`config.mk`:
```
export PLATFORM = sky130hd
export DESIGN_NAME = agc_amplitude_detector
export DESIGN_NICKNAME = d
export VERILOG_FILES = /design/src/rtl/agc_pkg.sv /design/src/rtl/agc_abs_saturate.sv /design/src/rtl/agc_amplitude_detector.sv
export SDC_FILE = /design/constraint.sdc
export NUM_CORES = 1
export LEC_CHECK = 0
export ABC_AREA = 0
export CORE_ASPECT_RATIO = 1.5
export CORE_MARGIN = 2
export CORE_UTILIZATION = 45
export CTS_CLUSTER_DIAMETER = 100
export DETAILED_ROUTE_END_ITERATION = 7
export GPL_TIMING_DRIVEN = 0
export PLACE_DENSITY = 0.68
export SLEW_MARGIN = 20
export SYNTH_ARGS = -nofsm -noshare
export SYNTH_HDL_FRONTEND = slang
export SYNTH_SLANG_ARGS = --single-unit
```
`constraint.sdc`:
```
create_clock -name i_clock -period 8.7 [get_ports i_clock]
set_input_delay 2.61 -clock i_clock [delete_from_list [all_inputs] [get_ports i_clock]]
set_output_delay 2.61 -clock i_clock [all_outputs]
set_load 0.005 [all_outputs]
```
`src/rtl/agc_pkg.sv`:
```
// Shared definitions for the IAGC chain: default data widths, detector state
// encoding and the smallest divisor the downstream divider may ever receive.
package agc_pkg;

    localparam int SAMPLE_SIZE         = 14;
    localparam int AMPLITUDE_DATA_SIZE = SAMPLE_SIZE - 1;
    localparam int MIN_DIVISOR         = 1;

    typedef enum logic [1:0] {
        IDLE    = 2'd0,
        ACQUIRE = 2'd1,
        REPORT  = 2'd2,
        HOLDOFF = 2'd3
    } agc_state_e;

endpackage

```
`src/rtl/agc_abs_saturate.sv`:
```
// Combinational two's-complement to magnitude conversion. The most-negative
// input has no positive counterpart, so it saturates to the largest magnitude.
module agc_abs_saturate
    import agc_pkg::*;
#(
    parameter int WIDTH = SAMPLE_SIZE
) (
    input  logic [WIDTH-1:0] sample,
    output logic [WIDTH-2:0] magnitude
);

    always_comb begin
        magnitude = sample[WIDTH-2:0];
        if (sample[WIDTH-1]) begin
            if (sample[WIDTH-2:0] == '0) begin
                magnitude = '1;
            end else begin
                magnitude = (~sample[WIDTH-2:0]) + (WIDTH-1)'(1);
            end
        end
    end

endmodule

```
`src/rtl/agc_amplitude_detector.sv`:
```
// Windowed peak-amplitude detector feeding the AGC divider with a divisor
// (peak, never 0) and dividend (|setpoint - peak|). Define AGC_DETECTOR_HOLDOFF_EN
// to discard HOLDOFF_LEN valid samples after each reported correction.
module agc_amplitude_detector #(
    parameter int SAMPLE_SIZE         = agc_pkg::SAMPLE_SIZE,
    parameter int AMPLITUDE_DATA_SIZE = agc_pkg::AMPLITUDE_DATA_SIZE,
    parameter int WINDOW_LEN          = 256,
    parameter int DEADBAND            = 16,
    parameter int HOLDOFF_LEN         = 64
) (
    input  logic                           i_clock,
    input  logic                           i_reset,
    input  logic                           i_enable,
    input  logic [SAMPLE_SIZE-1:0]         i_sample,
    input  logic                           i_sample_valid,
    input  logic [AMPLITUDE_DATA_SIZE-1:0] i_setpoint,
    output logic [AMPLITUDE_DATA_SIZE-1:0] o_reference,
    output logic [AMPLITUDE_DATA_SIZE-1:0] o_error,
    output logic                           o_error_sign,
    output logic                           o_valid,
    output logic                           o_in_band
);

    import agc_pkg::*;

    localparam int COUNT_WIDTH = $clog2(WINDOW_LEN + 1);
    localparam logic [COUNT_WIDTH-1:0]         LAST_COUNT  = COUNT_WIDTH'(WINDOW_LEN - 1);
    localparam logic [AMPLITUDE_DATA_SIZE-1:0] DEADBAND_V  = AMPLITUDE_DATA_SIZE'(DEADBAND);
    localparam logic [AMPLITUDE_DATA_SIZE-1:0] MIN_REF     = AMPLITUDE_DATA_SIZE'(MIN_DIVISOR);

    if (WINDOW_LEN < 2 || HOLDOFF_LEN < 1 || AMPLITUDE_DATA_SIZE != SAMPLE_SIZE - 1) begin : g_bad_params
        $error("agc_amplitude_detector: illegal parameter combination");
    end

    agc_state_e state;
    agc_state_e next_state;

    logic [COUNT_WIDTH-1:0]         count;
    logic [AMPLITUDE_DATA_SIZE-1:0] peak;
    logic [AMPLITUDE_DATA_SIZE-1:0] sample_mag;
    logic [AMPLITUDE_DATA_SIZE-1:0] deviation;
    logic                           peak_above;
    logic                           in_band;
    logic                           window_done;
    logic                           holdoff_done;

    agc_abs_saturate #(
        .WIDTH     (SAMPLE_SIZE)
    ) u_abs (
        .sample    (i_sample),
        .magnitude (sample_mag)
    );

    always_comb begin
        peak_above  = peak > i_setpoint;
        deviation   = peak_above ? (peak - i_setpoint) : (i_setpoint - peak);
        in_band     = deviation < DEADBAND_V;
        window_done = i_sample_valid && (count == LAST_COUNT);
    end

`ifdef AGC_DETECTOR_HOLDOFF_EN
    localparam int HOLD_WIDTH = $clog2(HOLDOFF_LEN + 1);
    localparam logic [HOLD_WIDTH-1:0] LAST_HOLD = HOLD_WIDTH'(HOLDOFF_LEN - 1);

    logic [HOLD_WIDTH-1:0] hold_count;

    // Counts discarded samples while the freshly applied gain settles.
    always_ff @(posedge i_clock) begin
        if (i_reset) begin
            hold_count <= '0;
        end else if (i_enable && state == HOLDOFF) begin
            if (i_sample_valid) begin
                hold_count <= hold_count + HOLD_WIDTH'(1);
            end
        end else begin
            hold_count <= '0;
        end
    end

    assign holdoff_done = i_sample_valid && (hold_count == LAST_HOLD);
`else
    assign holdoff_done = 1'b0;
`endif

    always_ff @(posedge i_clock) begin
        if (i_reset) begin
            state <= IDLE;
        end else begin
            state <= next_state;
        end
    end

    always_comb begin
        next_state = state;
        if (!i_enable) begin
            next_state = IDLE;
        end else begin
            case (state)
                IDLE:    next_state = ACQUIRE;
                ACQUIRE: if (window_done) next_state = REPORT;
`ifdef AGC_DETECTOR_HOLDOFF_EN
                REPORT:  next_state = in_band ? ACQUIRE : HOLDOFF;
`else
                REPORT:  next_state = ACQUIRE;
`endif
                HOLDOFF: if (holdoff_done) next_state = ACQUIRE;
                default: next_state = IDLE;
            endcase
        end
    end

    // Outputs only change on an out-of-band report; everything else keeps them.
    always_ff @(posedge i_clock) begin
        if (i_reset) begin
            peak         <= '0;
            count        <= '0;
            o_reference  <= MIN_REF;
            o_error      <= '0;
            o_error_sign <= 1'b0;
            o_valid      <= 1'b0;
            o_in_band    <= 1'b0;
        end else begin
            o_valid   <= 1'b0;
            o_in_band <= 1'b0;
            if (!i_enable) begin
                peak  <= '0;
                count <= '0;
            end else begin
                case (state)
                    ACQUIRE: begin
                        if (i_sample_valid) begin
                            if (sample_mag > peak) begin
                                peak <= sample_mag;
                            end
                            count <= count + COUNT_WIDTH'(1);
                        end
                    end
                    REPORT: begin
                        peak  <= '0;
                        count <= '0;
                        if (in_band) begin
                            o_in_band <= 1'b1;
                        end else begin
                            o_reference  <= (peak == '0) ? MIN_REF : peak;
                            o_error      <= deviation;
                            o_error_sign <= peak_above;
                            o_valid      <= 1'b1;
                        end
                    end
                    default: begin
                        peak  <= '0;
                        count <= '0;
                    end
                endcase
            end
        end
    end

endmodule

```
# Yosys cells after proc, flatten, opt, wreduce, memory -nomap -nowiden
# Cells that the tools add are included.
# W data, S select, Z words.
# classes
addsub	4
n_lt_le_gt_ge	3
n_eq_ne	5
muxes	8
bitwise	6
n_reduce_logical	11
# op_table
op	count
$mux W13	4
$gt A13 B13 Y1	2
$logic_not A13 Y1	2
$sub A13 B13 Y13	2
$add A13 B1 Y13 const B	1
$lt A13 B5 Y1 const B	1
$not A13 Y13	1
$add A9 B1 Y9 const B	1
$eq A9 B8 Y1 const B	1
$reduce_or A3 Y1	2
$not A1 Y1	5
$eq A2 B2 Y1 const B	2
$pmux W2 S2	1
$reduce_and A2 Y1	2
$reduce_or A2 Y1	2
$reduce_and A3 Y1	1
$eq A2 B1 Y1 const B	1
$logic_not A2 Y1	1
$mux W1	2
$mux W2	1
$ne A2 B2 Y1 const B	1
$logic_and A1 B1 Y1	1
# totals
regBits	53
in_bits	31
elab_cells	45

# Logic depth before layout (Yosys ltp)
# Gate-level depths: netlist (run 1).
# depth
word_depth	6
ltp_mapped	20

# Modules after synthesis
# From an unflattened synthesis (run 1), not the netlist that was laid out.
# unflattened
cells_unflattened	524
hier_area_um2	4284.1
# by_module_without_submodules
mod	instances	cells_per_inst	area_each_um2
agc_amplitude_detector	1	472	3931.3
agc_abs_saturate	1	52	352.8

# Worst setup path before layout (run 1)
# Ideal clock, no wire load.
# synth_timing
path_type	input port to flip-flop
start	input port i_sample[1]
end	register peak[12]
setup_time_ps	128
t_arrival_ps	5931
slack_ps	2641
cell_stages	20
path_cell_list	inv_1 ha_1 nand2b_1 or4_1 or4_1 nor4_1 nand3b_1 and2_1 ha_1 nor2b_1 o21a_1 o21ai_0 nand2b_1 a21oi_1 o21ai_0 a31oi_1 o21ai_1 clkbuf_1 mux2i_1 nor2_1
# synth_between
elab_chain_len	6
elab_cells_between_ends	7
classes_between	add/sub: 1; order compare: 1; mux: 2; bitwise: 1; reduce/logical: 2
# synth_lines
element	line_no	text
start, declared	agc_amplitude_detector.sv:14	input logic [SAMPLE_SIZE-1:0] i_sample,
$not A13 Y13	agc_abs_saturate.sv:18	magnitude = (~sample[WIDTH-2:0]) + (WIDTH-1)'(1);
$add A13 B1 Y13	agc_abs_saturate.sv:18	
$mux W13	agc_abs_saturate.sv:15	if (sample[WIDTH-2:0] == '0) begin
$mux W13 (*)	agc_abs_saturate.sv:14	if (sample[WIDTH-1]) begin
$gt A13 B13 Y1	agc_amplitude_detector.sv:132	if (sample_mag > peak) begin
$reduce_and A2 Y1 (no source line)	n/a	
end signal, assigned	agc_amplitude_detector.sv:133	peak <= sample_mag;
end, declared	agc_amplitude_detector.sv:39	logic [AMPLITUDE_DATA_SIZE-1:0] peak;
# Every way passes the cells marked *; elsewhere a longest branch is shown, timed or not.
# A chain may end at the register's enable or synchronous reset.

# Final worst setup path (run 1)
# layout_timing
start	input port i_sample[0]
end	register peak[7]
# layout_between
elab_chain_len	6
elab_cells_between_ends	7
classes_between	add/sub: 1; order compare: 1; mux: 2; bitwise: 1; reduce/logical: 2
# layout_lines
element	line_no	text
$not A13 Y13	agc_abs_saturate.sv:18	
$add A13 B1 Y13	agc_abs_saturate.sv:18	
$mux W13 (*)	agc_abs_saturate.sv:15	
$mux W13 (*)	agc_abs_saturate.sv:14	
net sample_mag[2]	agc_amplitude_detector.sv:40	logic [AMPLITUDE_DATA_SIZE-1:0] sample_mag;
$gt A13 B13 Y1 (*)	agc_amplitude_detector.sv:132	
$reduce_and A2 Y1 (no source line) (*)	n/a	
# Mark *: on every way through the listed nets, which the timed path passes. The rest lies on a longest branch.

==> results of run 1 <==
[layer usage]
metal,track usage,vias to the layer above,wire length (µm)
met2,0.405,58,5370
met5,0,-,0
met3,0.0252,9,252
li1,-,1802,-
met1,0.235,1629,3980
met4,0.0583,0,163
[sequential cells by signal (all words and copies together) (netlist names)]
register and cells:
o_error 13, o_reference 13, o_in_band 1, o_error_sign 1, peak 13, o_valid 1, count 9, state 2
[path summary, 6_finish.rpt]
path	endpoint	cells after the start	slack [ns]	startpoint
worst min register to register	o_error_sign$_SDFFE_PP0P_	2	0.47	o_error_sign$_SDFFE_PP0P_
worst max-delay path	peak[7]$_SDFFE_PP0P_	21	1.68	i_sample[0]
worst min-delay path	o_error_sign$_SDFFE_PP0P_	2	0.47	o_error_sign$_SDFFE_PP0P_
worst max register to register	o_reference[10]$_SDFFE_PP0P_	14	4.63	peak[10]$_SDFFE_PP0P_
[cell usage in the layout, fill, tap and decap left out, types with 5 or more instances in the layout]
cell             netlist  routed
nand4_1                7       7
inv_1                 33      33
clkbuf_16              0       5
nand2_1               29      29
ha_1                  41      41
o31ai_1                8       8
mux2i_1               28      28
nand3_1                6       6
dfxtp_1               53      53
xor2_1                16      16
clkbuf_1              13      13
buf_2                  8       8
o211ai_1               5       5
or3_1                  5       5
nor4_1                 5       5
o21ai_0               21      21
a211oi_1               5       5
xnor2_1                8       8
a21o_1                11      11
nand2b_1               9       9
a311oi_1              11      11
and2_1                 5       5
a21oi_1               26      26
nor2b_1                7       7
clkdlybuf4s50_1        0      58
nor2_1                50      50
[tightest hold or removal path, cell delays in order (launching register included)]
cell and delay (ns):
dfxtp_1 0.31, nand2b_1 0.06, a21oi_1 0.05
[metrics by stage]
stage / cell area, µm² / utilization
after global placement: 4640 / 0.548
final: 4790 / 0.566
after CTS: 4790 / 0.566
after floorplan: 3920 / -
after detailed placement: 4640 / 0.548
after global routing: 4790 / 0.566
[final cells by class]
cell class              count  area [µm²]
well taps                 107         134
multi-input cells         359        2630
plain buffers              23         108
clock buffers               5         125
flip-flops and latches     53        1060
repair buffers             58         581
clock inverters             3        26.3
fillers                   834        3680
inverters                  33         124
[cells by family (layout without fill, tap and decap cells)]
| kind of cell | Yosys count | after routing |
|---|---|---|
| AOI/OAI and AO/OA | 119 | 119 |
| xor gates and xnor gates | 24 | 24 |
| adders and majority gates | 43 | 43 |
| buffers and inverters | 56 | 122 |
| DFF | 53 | 53 |
| muxes | 29 | 29 |
| and+or+nand+nor | 144 | 144 |
[power by group]
group	switching (mW)	internal, mW	total [mW]
logic	0.0686	0.0538	0.122
registers	0.00185	0.244	0.246
clock network	0.0984	0.110	0.208
==> flow_summary.json, run 1 <==
{
  "critPathBufInv": 4,
  "layout-drive-gt1-share": 0.0581,
  "synth_top_family_by_area": "compound AO/OA/AOI/OAI gates",
  "ys_seq_area_frac": 0.271,
  "crit_chain": "clkdlybuf4s50_1, inv_1, ha_1, nand2b_1, or4_1, or4_1, nor4_1, nand3b_1, clkbuf_1, nand2_1, ha_1, o21a_1, o21ai_0, nand2b_1, a21oi_1, o21ai_0, a31oi_1, o21ai_1, clkbuf_1, nor2_1, a311oi_1",
  "synth_cells": 468,
  "fin_hold_ws_ns": 0.473,
  "synthArstFlopShare": 0,
  "skew_ns": 0.00837,
  "floorplan.die_area_mm2": 0.00949,
  "grt_max_degree": 20,
  "first_pass_iters": 4,
  "drt_iter0_markers": 174,
  "clock_path_buffers": 2,
  "synth.largest_area_cell": "dfxtp_1",
  "viasPerCell": 5.46,
  "yosys.area_share.simple": 0.187,
  "critPathKind": "in -> reg",
  "cts_tree": "done",
  "core_area_mm2": 0.00846,
  "synth_area_leaders": "dfxtp_1 27%, ha_1 13%, mux2i_1 7.1%",
  "worstMarginPinSlew_ns": 0.677,
  "pre_cts_ws_ns": 1.38,
  "yosys.area.top_type_share": 0.271,
  "synth_area_per_cell_um2": 8.38,
  "p_total_mw": 0.576,
  "post-place-cells": 633,
  "slew_headroom": 0.537,
  "synthAdderAreaFrac": 0.141,
  "clk_latency_ns": 0.30,
  "ctsHoldBuffers": 0,
  "layout.nets": 607,
  "synth_area_mm2": 0.00392,
  "vias": 3498,
  "h-tree-depth": 2,
  "cpPeakStageDelay_ns": 0.46,
  "synthMuxAreaShare": 0.0743,
  "min_period_over_period": 0.807,
  "wl_um": 9770,
  "max_freq_mhz": 143,
  "synth.top_cells.by_count": "53 x dfxtp_1, 50 x nor2_1, 41 x ha_1, 33 x inv_1, 29 x nand2_1",
  "p_leak_nw": 1.94,
  "cts.clk_slew.worst_paths_ns": 0.07,
  "drv_cap": 0,
  "overflow": 0,
  "gp_congestion": 0.865,
  "timing.final.hold_violations": 0,
  "fin_cells": 641,
  "port_buffers": 58,
  "area_growth_syn_to_layout_pct": 22.1,
  "start_util": 0.463,
  "synth-edff-count": 0,
  "path_delay_family": "simple AND/OR/NAND/NOR gates",
  "rsz0062_at_grt": "no",
  "crit_required_ns": 8.89,
  "cts-root-buf": "clkbuf_16",
  "cp-end-kind": "register",
  "post_drt_wl_per_cell_um": 15.2,
  "diodes": 0,
  "ctsResizeCount": 0,
  "row_count": 41,
  "crit_path_max_fanout": 10,
  "slew_violations": 0,
  "synth_cell_types": 60,
  "start_kind": "primary input",
  "status": "completed",
  "io_pins": 60,
  "die_h_um": 118,
  "setup_viol": 0,
  "die_x_um": 80.2,
  "synth-xor-area-share": 0.0536,
  "worst_hold_path_type": "reg -> reg",
  "ys_ff_latch": 53,
  "ant_nets": 0,
  "hpwl_um": 8030,
  "fin_crit_ns": 7.02,
  "grt_pass1_vias": 3397,
  "power.density_mw_per_mm2": 120,
  "cts_buffers": 5,
  "setup_ws_ns": 1.68,
  "cp_slowest_cell": "or4_1",
  "synth.most_common_cell": "dfxtp_1",
  "synth-compound-area-share": 0.214,
  "drc": 0,
  "clock_sinks": 53,
  "ir_worst_vdd_uv": 80.1,
  "grt_first_pass_wirelength_um": 15900,
  "synth_ff_type": "dfxtp_1",
  "syn_nets": 542,
  "yosysWarnings": 0,
  "antenna_found_initial": 0,
  "postCtsSetupBuffers": 0,
  "setup-tns-final_ns": 0,
  "crit_arrival_ns": 7.21,
  "grt_util_all_layers": 0.211
}
(Power assumes the default switching activity.)
==> run 2, diff against run 1 <==
Clock period 8.7 ns to 7.2 ns, I/O delays scaled along.
==> results of run 2 <==
The final DEF is identical to that of run 1. Status: completed.
Main changes from that run: setup slack after placement 1.38 ns -> 0.330 ns; setup slack after layout 1.68 ns -> 0.633 ns; register-to-register setup slack 4.63 ns -> 3.13 ns; total power 0.576 mW -> 0.697 mW; worst IR drop on VDD 80.1 µV -> 96.8 µV
==> run 3, diff against run 2 <==
Settings changed: CORE_UTILIZATION 45 to 50, PLACE_DENSITY 0.68 to 0.75.
Clock period 7.2 ns to 8.4 ns, I/O delays scaled along.
==> flow_summary.json, run 3 (synthesis results as in run 1) <==
{
  "timing.final.hold_violations": 0,
  "first_pass_iters": 4,
  "cp_slowest_cell": "or4_1",
  "grt_pass1_vias": 3632,
  "r2r-end": "o_reference[10]$_SDFFE_PP0P_",
  "hold_path_depth": 2,
  "row_count": 39,
  "skew_ns": 0.0149,
  "gp_congestion": 0.889,
  "overflow": 0,
  "largestRegisters": "o_error (13), o_reference (13), peak (13)",
  "die_x_um": 76.3,
  "crit_chain": "clkdlybuf4s50_1, inv_1, ha_1, nand2b_1, or4_1, or4_1, nor4_1, nand3b_1, clkbuf_1, nand2_1, ha_1, o21a_1, o21ai_0, nand2b_1, a21oi_1, o21ai_0, a31oi_1, o21ai_1, clkbuf_1, nor2_1, a311oi_1",
  "multi_input_area_mm2": 0.00263,
  "grt_util_all_layers": 0.237,
  "slew_violations": 0,
  "port_buffers": 58,
  "power.density_mw_per_mm2": 125,
  "clock_path_buffers": 2,
  "cts-root-buf": "clkbuf_16",
  "worstHoldStart": "o_error_sign$_SDFFE_PP0P_",
  "viasPerCell": 5.63,
  "fin_crit_ns": 6.94,
  "io_pins": 60,
  "critPathKind": "in -> reg",
  "min_to": "o_error_sign$_SDFFE_PP0P_",
  "post_drt_wl_per_cell_um": 15.7,
  "seq_area_mm2": 0.00106,
  "r2r_cells": 14,
  "worstMarginPinSlew_ns": 0.687,
  "clock_sinks": 53,
  "cp-end-kind": "register",
  "cpPeakStageDelay_ns": 0.46,
  "placed_area_mm2": 0.00463,
  "crit_required_ns": 8.61,
  "antenna_found_initial": 0,
  "crit_path_max_fanout": 10,
  "final_common_cell": "clkdlybuf4s50_1",
  "ctsResizeCount": 0,
  "setup_viol": 0,
  "rr_startpoint": "peak[10]$_SDFFE_PP0P_",
  "final_util": 0.628,
  "ir_worst_vdd_uv": 101,
  "hpwl_um": 8120,
  "postCtsSetupBuffers": 0,
  "ctsHoldBuffers": 0,
  "drt_iter0_markers": 206,
  "floorplan.die_area_mm2": 0.00858,
  "layout_common_cells": "58 x clkdlybuf4s50_1, 53 x dfxtp_1, 50 x nor2_1",
  "core_area_mm2": 0.00761,
  "h-tree-depth": 2,
  "start_kind": "primary input",
  "layout.nets": 607,
  "diodes": 0,
  "setup-tns-final_ns": 0,
  "min_period_over_period": 0.826,
  "layout-drive-gt1-share": 0.0581,
  "max_freq_mhz": 144,
  "grt_max_degree": 20,
  "cts_tree": "done",
  "wl_um": 10000,
  "worst_hold_path_type": "reg -> reg",
  "rsz0062_at_grt": "no",
  "drc": 0,
  "fin_hold_ws_ns": 0.474,
  "die_h_um": 112,
  "vias": 3579,
  "grt_first_pass_wirelength_um": 16400,
  "fillers": 667,
  "crit_arrival_ns": 7.14,
  "drv_cap": 0,
  "regToRegSetupSlack_ns": 4.24,
  "p_leak_nw": 1.94,
  "finalInstanceArea_mm2": 0.00478,
  "start_util": 0.515,
  "slew_headroom": 0.542,
  "clk_latency_ns": 0.31,
  "ant_nets": 0,
  "p_total_mw": 0.599,
  "area_growth_syn_to_layout_pct": 22.0,
  "status": "completed",
  "cts_buffers": 5,
  "cts.clk_slew.worst_paths_ns": 0.07
}
[run 3: worst max-delay path by stage]
stage / start / end / slack, ns / cells past startpoint
2_1_floorplan: i_sample[1] / peak[12]$_SDFFE_PP0P_ / 2.43 / 20
5_1_grt: i_sample[1] / peak[10]$_SDFFE_PP0P_ / 1.02 / 21
3_5_place_dp: i_sample[1] / peak[10]$_SDFFE_PP0P_ / 1.16 / 21
4_1_cts: i_sample[1] / peak[10]$_SDFFE_PP0P_ / 1.43 / 21
3_3_place_gp: i_sample[0] / peak[9]$_SDFFE_PP0P_ / 1.27 / 21
6_report: i_sample[1] / peak[10]$_SDFFE_PP0P_ / 1.46 / 21
[run 3: report_power, final]
| group | switching [mW] | leakage [nW] | internal [mW] |
|---|---|---|---|
| Sequential | 0.00196 | 0.427 | 0.252 |
| Clock | 0.102 | 0.0763 | 0.114 |
| Combinational | 0.0728 | 1.44 | 0.0559 |
[run 3: final cells by class]
type                            instances  share of cell area
Multi-Input combinational cell        359               0.550
Buffer                                 23              0.0225
Clock inverter                          3             0.00602
Clock buffer                            5              0.0262
Inverter                               33              0.0259
Timing Repair Buffer                   58               0.121
Sequential cell                        53               0.222
Tap cell                              102              0.0267
[run 3: routing by layer]
metal / track usage / share of wire / vias to the layer above / wire, µm
met5: 0 / 0 / - / 0
met4: 0.116 / 0.039 / 0 / 389
met3: 0.0346 / 0.035 / 22 / 345
met2: 0.464 / 0.54 / 74 / 5450
met1: 0.241 / 0.38 / 1680 / 3820
li1: - / - / 1803 / -
[run 3: through the flow]
stage	cells	worst slack, ns
5_1_grt	636	1.02
2_1_floorplan	468	2.43
3_5_place_dp	628	1.16
3_3_place_gp	628	1.27
4_1_cts	636	1.43
6_report	636	1.46
[run 3: worst max-delay path: cells and delay by family]
kind | cells | cell delay, ns
AO/OA/AOI/OAI | 7 | 1.16
AND/OR/NAND/NOR | 8 | 1.90
adder cells (fa/ha/maj) | 2 | 0.32
buffers and inverters | 4 | 1.23
